<file path="src/rtl/reparam_sampler.sv">
// reparam_sampler
//   VAE reparameterisation stage: z = mu + sigma * eps, all values 16-bit
//   sign-magnitude Q4.11 (bit15 sign, 0x0800 = 1.0). eps is taken from an
//   internal LFSR-based approximate Gaussian or from eps_ext when
//   eps_bypass=1. Three-stage pipeline that advances only when ready_in=1.
// Ports
//   clk, reset          rising-edge clock, synchronous active-high reset
//   valid_in, ready_out input handshake (ready_out mirrors ready_in)
//   mu_in, sigma_in     mean and std-dev (sigma sign bit ignored)
//   eps_bypass, eps_ext external epsilon select / value
//   ready_in            downstream ready; low freezes the whole block
//   valid_out, z_out    output handshake and sample
module reparam_sampler #(
    parameter int          BITSIZE   = 16,
    parameter int          FRAC_BITS = 11,
    parameter logic [15:0] LFSR_SEED = 16'hACE1
) (
    input  logic               clk,
    input  logic               reset,
    input  logic               valid_in,
    output logic               ready_out,
    input  logic [BITSIZE-1:0] mu_in,
    input  logic [BITSIZE-1:0] sigma_in,
    input  logic               eps_bypass,
    input  logic [BITSIZE-1:0] eps_ext,
    input  logic               ready_in,
    output logic               valid_out,
    output logic [BITSIZE-1:0] z_out
);

    logic               accept;
    logic               lfsr_fb;
    logic [5:0]         nib_sum;
    logic [15:0]        eps_lfsr;
    logic [15:0]        eps_sel;
    logic [31:0]        prod;
    logic [31:0]        prod_shift;
    logic signed [16:0] mu_tc;
    logic signed [16:0] p_tc;
    logic signed [16:0] sum_tc;
    logic [15:0]        z_comb;
    logic               psign_comb;
    logic [14:0]        pmag_comb;

    logic [15:0] lfsr_d,     lfsr_q;
    logic [2:0]  vld_pipe_d, vld_pipe_q;   // [0]=S1, [1]=S2, [2]=S3
    logic [15:0] mu1_d,      mu1_q;
    logic [15:0] sig1_d,     sig1_q;
    logic [15:0] eps1_d,     eps1_q;
    logic [15:0] mu2_d,      mu2_q;
    logic        psign2_d,   psign2_q;
    logic [14:0] pmag2_d,    pmag2_q;
    logic [15:0] z3_d,       z3_q;

    always_comb begin
        accept = valid_in & ready_in;

        // Sum of four uniform nibbles, centred on 30, scaled by 256:
        // a cheap bell-shaped eps in -3.75..+3.75.
        nib_sum = {2'b00, lfsr_q[15:12]} + {2'b00, lfsr_q[11:8]}
                + {2'b00, lfsr_q[7:4]}   + {2'b00, lfsr_q[3:0]};
        if (nib_sum >= 6'd30)
            eps_lfsr = {1'b0, 1'b0, nib_sum - 6'd30, 8'h00};
        else
            eps_lfsr = {1'b1, 1'b0, 6'd30 - nib_sum, 8'h00};

        eps_sel = eps_bypass ? eps_ext : eps_lfsr;

        // Fibonacci taps 16,14,13,11; a nonzero seed never reaches zero.
        lfsr_fb = lfsr_q[15] ^ lfsr_q[13] ^ lfsr_q[12] ^ lfsr_q[10];
        lfsr_d  = accept ? {lfsr_q[14:0], lfsr_fb} : lfsr_q;

        // S2: magnitude product, truncated and saturated.
        prod       = sig1_q * {1'b0, eps1_q[14:0]};
        prod_shift = prod >> FRAC_BITS;
        if (prod_shift > 32'h0000_7FFF)
            pmag_comb = 15'h7FFF;
        else
            pmag_comb = 15'(prod_shift);
        psign_comb = (pmag_comb != 15'd0) ? eps1_q[15] : 1'b0;

        // S3: two's-complement add; -0 inputs collapse to 0 here.
        mu_tc = $signed({2'b00, mu2_q[14:0]});
        if (mu2_q[15])
            mu_tc = -mu_tc;
        p_tc = $signed({2'b00, pmag2_q});
        if (psign2_q)
            p_tc = -p_tc;
        sum_tc = mu_tc + p_tc;
        if (sum_tc > 17'sd32767)
            z_comb = {1'b0, 15'h7FFF};
        else if (sum_tc < -17'sd32767)
            z_comb = {1'b1, 15'h7FFF};
        else if (sum_tc < 0)
            z_comb = {1'b1, 15'(-sum_tc)};
        else
            z_comb = {1'b0, 15'(sum_tc)};

        // Hold everything unless downstream is ready.
        vld_pipe_d = vld_pipe_q;
        mu1_d      = mu1_q;
        sig1_d     = sig1_q;
        eps1_d     = eps1_q;
        mu2_d      = mu2_q;
        psign2_d   = psign2_q;
        pmag2_d    = pmag2_q;
        z3_d       = z3_q;
        if (ready_in) begin
            vld_pipe_d = {vld_pipe_q[1:0], valid_in};
            mu1_d      = mu_in;
            sig1_d     = sigma_in & 16'h7FFF;
            eps1_d     = eps_sel;
            mu2_d      = mu1_q;
            psign2_d   = psign_comb;
            pmag2_d    = pmag_comb;
            z3_d       = z_comb;
        end
    end

    always_ff @(posedge clk) begin
        if (reset) begin
            lfsr_q     <= LFSR_SEED;
            vld_pipe_q <= 3'b000;
            mu1_q      <= 16'h0000;
            sig1_q     <= 16'h0000;
            eps1_q     <= 16'h0000;
            mu2_q      <= 16'h0000;
            psign2_q   <= 1'b0;
            pmag2_q    <= 15'h0000;
            z3_q       <= 16'h0000;
        end else begin
            lfsr_q     <= lfsr_d;
            vld_pipe_q <= vld_pipe_d;
            mu1_q      <= mu1_d;
            sig1_q     <= sig1_d;
            eps1_q     <= eps1_d;
            mu2_q      <= mu2_d;
            psign2_q   <= psign2_d;
            pmag2_q    <= pmag2_d;
            z3_q       <= z3_d;
        end
    end

    assign ready_out = ready_in;
    assign valid_out = vld_pipe_q[2];
    assign z_out     = z3_q;

endmodule
</file>
<file path="config.mk">
export PLATFORM = sky130hd
export DESIGN_NAME = reparam_sampler
export DESIGN_NICKNAME = d
export VERILOG_FILES = /design/src/rtl/reparam_sampler.sv
export SDC_FILE = /design/constraint.sdc
export NUM_CORES = 1
export LEC_CHECK = 0
export ABC_CLOCK_PERIOD_IN_PS = 6760
export BUFFER_PORTS_ARGS = -buffer_cell sky130_fd_sc_hd__clkbuf_2
export CAP_MARGIN = 20
export CORE_ASPECT_RATIO = 0.8
export CORE_MARGIN = 8
export CORE_UTILIZATION = 58
export CTS_CLUSTER_DIAMETER = 150
export DETAILED_ROUTE_END_ITERATION = 10
export PLACE_DENSITY = 0.85
export SYNTH_ARGS = -nofsm -noshare
export SYNTH_HDL_FRONTEND = slang
export SYNTH_SLANG_ARGS = --single-unit
</file>
<file path="constraint.sdc">
create_clock -name clk -period 6.76 [get_ports clk]
set_input_delay 0.676 -clock clk [delete_from_list [all_inputs] [get_ports clk]]
set_output_delay 0.676 -clock clk [all_outputs]
set_load 0.005 [all_outputs]
</file>
# Word-level counts from Yosys, hierarchy flattened
# Cells that the tools add are included.
# totals
input_bits	53
ff_bits	114
output_inout_bits	18
word_cells	38
# op_classes
n_reduce_logical	1
addsub	9
muxes	9
order_cmp	5
n_mul	1
bitwise_logic	4
# op_table
operator	count
$mux W16	5
$mux W17	2
$neg A15 Y17	2
$mul A15 B15 Y30	1
$gt A19 B15 Y1 const B	1
$add A17 B17 Y17	1
$gt A17 B16 Y1 const B	1
$lt A17 B1 Y1 const B	1
$lt A17 B16 Y1 const B	1
$mux W15	1
$neg A15 Y15	1
$reduce_bool A15 Y1	1
$add A5 B4 Y6	1
$add A6 B4 Y6	1
$ge A6 B5 Y1 const B	1
$sub A5 B6 Y6 const A	1
$sub A6 B5 Y6 const B	1
$add A4 B4 Y5	1
$xor A1 B1 Y1	3
$and A1 B1 Y1	1
$mux W1	1

# Logic depth before layout (Yosys ltp)
# depth
word_depth	7
depth_mapped	25
ltp_nobuf	23

# Worst setup path after synthesis
# No wires, ideal clock.
# synth_path
path_kind	reg-to-reg
from	reg eps1_q[11]
to	reg psign2_q
setup_time_ps	125
period_less_slack_ps	6456
stages_incl_launch_ff	23
arrival_time_ps	6331
setup_slack_ps	304
n_path_buf	2
required_time_ps	6635
cell_sequence	dfxtp_1 -> clkbuf_1 -> nand2_1 -> fa_1 -> inv_1 -> fa_1 -> fa_1 -> fa_1 -> fa_1 -> inv_1 -> fa_1 -> inv_1 -> ha_1 -> buf_2 -> nand2_1 -> o21ai_0 -> o21ba_2 -> o31ai_1 -> a31oi_1 -> xnor2_1 -> nor4_4 -> nand2_1 -> o41a_1
# synth_between
elab_chain_cells	5
# synth_rtl
item	line_no	rtl
start: declaration	49	logic [15:0] eps1_d, eps1_q;
start signal: assignment	136	eps1_q <= eps1_d;
$mul A15 B15 Y30 *	74	prod = sig1_q * {1'b0, eps1_q[14:0]};
$gt A19 B15 Y1	76	if (prod_shift > 32'h0000_7FFF)
$mux W15 *	76	
$reduce_bool A15 Y1 *	80	psign_comb = (pmag_comb != 15'd0) ? eps1_q[15] : 1'b0;
$mux W1 *	80	
end signal: assignment	138	psign2_q <= psign2_d;
end: declaration	51	logic psign2_d, psign2_q;
# Mark *: on every way between the ends. The rest lies on a longest branch, timed or not.
# A chain may end at the register's enable or synchronous reset.

# Final worst setup path
# layout_path
from	reg sig1_q[8]
to	reg pmag2_q[11]
# layout_between
elab_chain_cells	3
# layout_rtl
item	line_no	rtl
start: declaration	48	logic [15:0] sig1_d, sig1_q;
start signal: assignment	135	sig1_q <= sig1_d;
$mul A15 B15 Y30 *	74	
$gt A19 B15 Y1	76	
$mux W15 *	76	
end signal: assignment	139	pmag2_q <= pmag2_d;
end: declaration	52	logic [14:0] pmag2_d, pmag2_q;
# Marks and branches as above.

==> flow_metrics.tcl <==
set metrics [dict create \
    status "completed" \
    min_path_type "input pin to register" \
    syn_area_um2 14090 \
    clock_skew_ns 0.01647 \
    route.detailed.wl_per_inst_um 17.04 \
    ir_drop_v 0.0001932 \
    ant_nets 0 \
    fp.dieW_um 190.2 \
    crit_required_ns 7.08 \
    grt_pass1_vias 11924 \
    fillers 1902 \
    cts_buffers 17 \
    drc 0 \
    hold_viol_final 0 \
    fin_crit_sh 0.9593 \
    yosysUniqueCellTypes 76 \
    initialDrtViolationCount 821 \
    fin_crit_ns 6.485 \
    grt_max_degree 61 \
    die-area_um2 29560 \
    async_flop_share 0 \
    synth_ff_type "dfxtp_1" \
    cts_sinks 114 \
    wl_um 34140 \
    seq_area_frac_synth 0.1620 \
    ys_warn_count 0 \
    tritoncts "built" \
    synth_edf_count 0 \
    critPathKind "register to register" \
    drv_cap 0 \
    clock_latency_ns 0.44 \
    drive_above_1_share 0.1323 \
    antenna_found_initial 0 \
    total_power_w 0.002780 \
    grt.total_usage 0.2407 \
    maxSlewHeadroom 0.4044 \
    synth.avg_cell_area_um2 8.755 \
    dr.pass1.iters 5 \
    clockBufferDepth 2 \
    cts-root-buf "clkbuf_16" \
    powerDensity_nw_per_um2 178.1 \
    fp-row-count 51 \
    nets 2020 \
    setup_tns_ns 0 \
    crit_slowest_cell "fa_1" \
    path_max_fanout 15 \
    core_area_um2 24120 \
    start_kind "register" \
    finalMaxSlewViolations 0 \
    start_util 0.5840 \
    rsz0062_at_grt "false" \
    grt_first_pass_wirelength_um 58050 \
    synth_seq_cells 114 \
    synthCells 1609 \
    syn_nets 1957 \
    hold_depth 3 \
    crit_family "adder cells" \
    crit_cells 21 \
    setup_viol_count_final 0 \
    die_h_um 155.4 \
    h-tree-depth 4 \
    cp_slowest_stage_delay_ns 0.54 \
    io_buffers 69 \
    num_vias 11529 \
    r2r_cells 21 \
    gr-total-overflow 0 \
    cpMostUsedCell "fa_1" \
    worstPathCellList "and2_1 -> fa_1 -> inv_1 -> fa_1 -> inv_1 -> fa_1 -> fa_1 -> fa_1 -> inv_1 -> fa_1 -> inv_1 -> ha_1 -> nand2_1 -> or4_1 -> a2111oi_2 -> buf_4 -> nor4_2 -> a311oi_2 -> nor4_4 -> buf_4 -> a311oi_1" \
    dp_hpwl_um 26300 \
    pin_count 71 \
    viasPerCell 5.753 \
    clk_pin_slew_worst_paths_ns 0.06 \
    p_leak_nw 7.719 \
    postCtsHoldBufs 0 \
    area_growth_syn_to_layout_pct 10.81 \
    path_buf_inv 6 \
    gp_congestion 0.9092 \
    endpoint_kind "register" \
    fmax_mhz 154.2 \
    crit_arrival_ns 6.80 \
    tightest_slew_ns 0.8819 \
]
==> layout make-up <==
type,instances,area [um2],share of cell area
Multi-Input combinational cell,1198,10700,0.6853
Antenna cell,1,2.502,0.0001603
Clock inverter,13,158.9,0.01018
Clock buffer,19,452.9,0.02902
Inverter,214,803.3,0.05146
Sequential cell,114,2311,0.1480
Tap cell,318,397.9,0.02549
Timing Repair Buffer,127,785.8,0.05034
==> cells in the mapped netlist, types with 3 or more instances <==
library cell	n	share of area
nor4_1	4	0.0018
a22oi_1	9	0.0048
and2_1	144	0.064
o21ai_0	34	0.012
a2111oi_0	4	0.0025
a31oi_1	11	0.0049
o31ai_1	13	0.0069
buf_1	6	0.0016
and3_1	6	0.0027
clkbuf_1	59	0.016
nor3_1	9	0.0032
nand3_1	27	0.0096
a211oi_1	9	0.0048
a211oi_2	10	0.0089
nand4_1	12	0.0053
a21o_1	16	0.0085
o211ai_1	9	0.0048
a311oi_1	15	0.0093
xnor2_1	56	0.035
buf_2	13	0.0046
nor2_1	124	0.033
a211o_1	4	0.0025
or3_1	7	0.0031
ha_1	120	0.11
dfxtp_1	114	0.16
fa_1	175	0.25
o41ai_1	4	0.0025
nand2b_1	5	0.0022
o311ai_0	4	0.0025
or4_1	3	0.0016
xor2_1	25	0.016
mux2i_1	55	0.039
o21a_1	12	0.0064
nand2_1	174	0.046
a21oi_1	50	0.018
inv_1	213	0.057
==> metrics by stage <==
| step | util | instance area (um2) | setup WS [ns] | cells | hold WS, ns |
|---|---|---|---|---|---|
| global placement | 0.6185 | 14920 | 0.07236 | 1971 | 0.4743 |
| global route | 0.6471 | 15610 | 0.003132 | 2003 | 0.4783 |
| detailed placement | 0.6185 | 14920 | -0.02040 | 1971 | 0.4789 |
| finish | 0.6472 | 15610 | 0.2753 | 2004 | 0.4752 |
| floorplan | - | 14090 | 0.3043 | 1609 | 0.4583 |
| CTS | 0.6441 | 15530 | 0.005543 | 2003 | 0.4710 |
==> placed cells by master, fill, tap and decap left out, types with 16 or more instances in the layout <==
| cell type | Yosys | final |
|---|---|---|
| ha_1 | 120 | 119 |
| nor2_1 | 124 | 124 |
| and2_1 | 144 | 144 |
| clkbuf_2 | 1 | 67 |
| clkbuf_16 | 0 | 17 |
| a21o_1 | 16 | 16 |
| fa_1 | 175 | 175 |
| xnor2_1 | 56 | 56 |
| dfxtp_2 | 0 | 20 |
| dfxtp_1 | 114 | 93 |
| inv_1 | 213 | 213 |
| nand2_1 | 174 | 174 |
| buf_4 | 2 | 60 |
| o21ai_0 | 34 | 32 |
| xor2_1 | 25 | 25 |
| mux2i_1 | 55 | 55 |
| nand3_1 | 27 | 27 |
| a21oi_1 | 50 | 49 |
==> worst min-delay path: stages <==
cell and delay (ns):
clkbuf_2 0.08, a22oi_1 0.05, nor2_1 0.07
==> per-layer routing <==
metal	GRT usage	part of all wire	vias up	routed length (um)
met5	0	0	-	0
met3	0.04787	0.080	77	2738
li1	-	-	5377	-
met4	0.07338	0.022	0	759
met1	0.3275	0.44	5587	15050
met2	0.3823	0.46	488	15590
==> cells by family (layout without fill, tap and decap cells) <==
logic type | Yosys count | in the layout | synth area share
AOI/OAI and AO/OA | 233 | 233 | 0.1216
xor gates and xnor gates | 83 | 83 | 0.05347
adders and majority gates | 295 | 295 | 0.3553
buffers and inverters | 297 | 373 | 0.08198
DFF | 114 | 114 | 0.1620
muxes | 57 | 57 | 0.04068
other | 0 | 1 | 0
and+or+nand+nor | 530 | 530 | 0.1850
==> final timing paths <==
kind,startpoint,end,slack (ns)
setup / recovery,sig1_q[8]$_SDFFE_PP0P_,pmag2_q[11]$_SDFFE_PP0P_,0.28
hold / removal,eps_ext[2],eps1_q[2]$_SDFFE_PP0P_,0.48
hold reg to reg,z_out[0]$_SDFFE_PP0P_,z_out[0]$_SDFFE_PP0P_,0.49
setup reg to reg,sig1_q[8]$_SDFFE_PP0P_,pmag2_q[11]$_SDFFE_PP0P_,0.28
==> power by group <==
| group | total (W) | switching, W | internal [W] | leakage (nW) |
|---|---|---|---|---|
| registers | 0.000805 | 0.0000770 | 0.000728 | 0.947 |
| logic | 0.00102 | 0.000592 | 0.000428 | 6.48 |
| clock network | 0.000954 | 0.000357 | 0.000598 | 0.295 |
==> flip-flops by register name (all words and copies together) (netlist names) <==
register	flops
vld_pipe_q	3
eps1_q	16
sig1_q	15
z_out	16
pmag2_q	15
mu1_q	16
lfsr_q	16
mu2_q	16
psign2_q	1
==> timing repair <==
action | CTS | global route
hold endpoints to repair | 0 | 0
pin swaps | 0 | 3
setup endpoints to repair | 7 | 16
buffers inserted | 0 | 0
resized for setup | 3 | 31
Power figures use the tool's default switching activity.
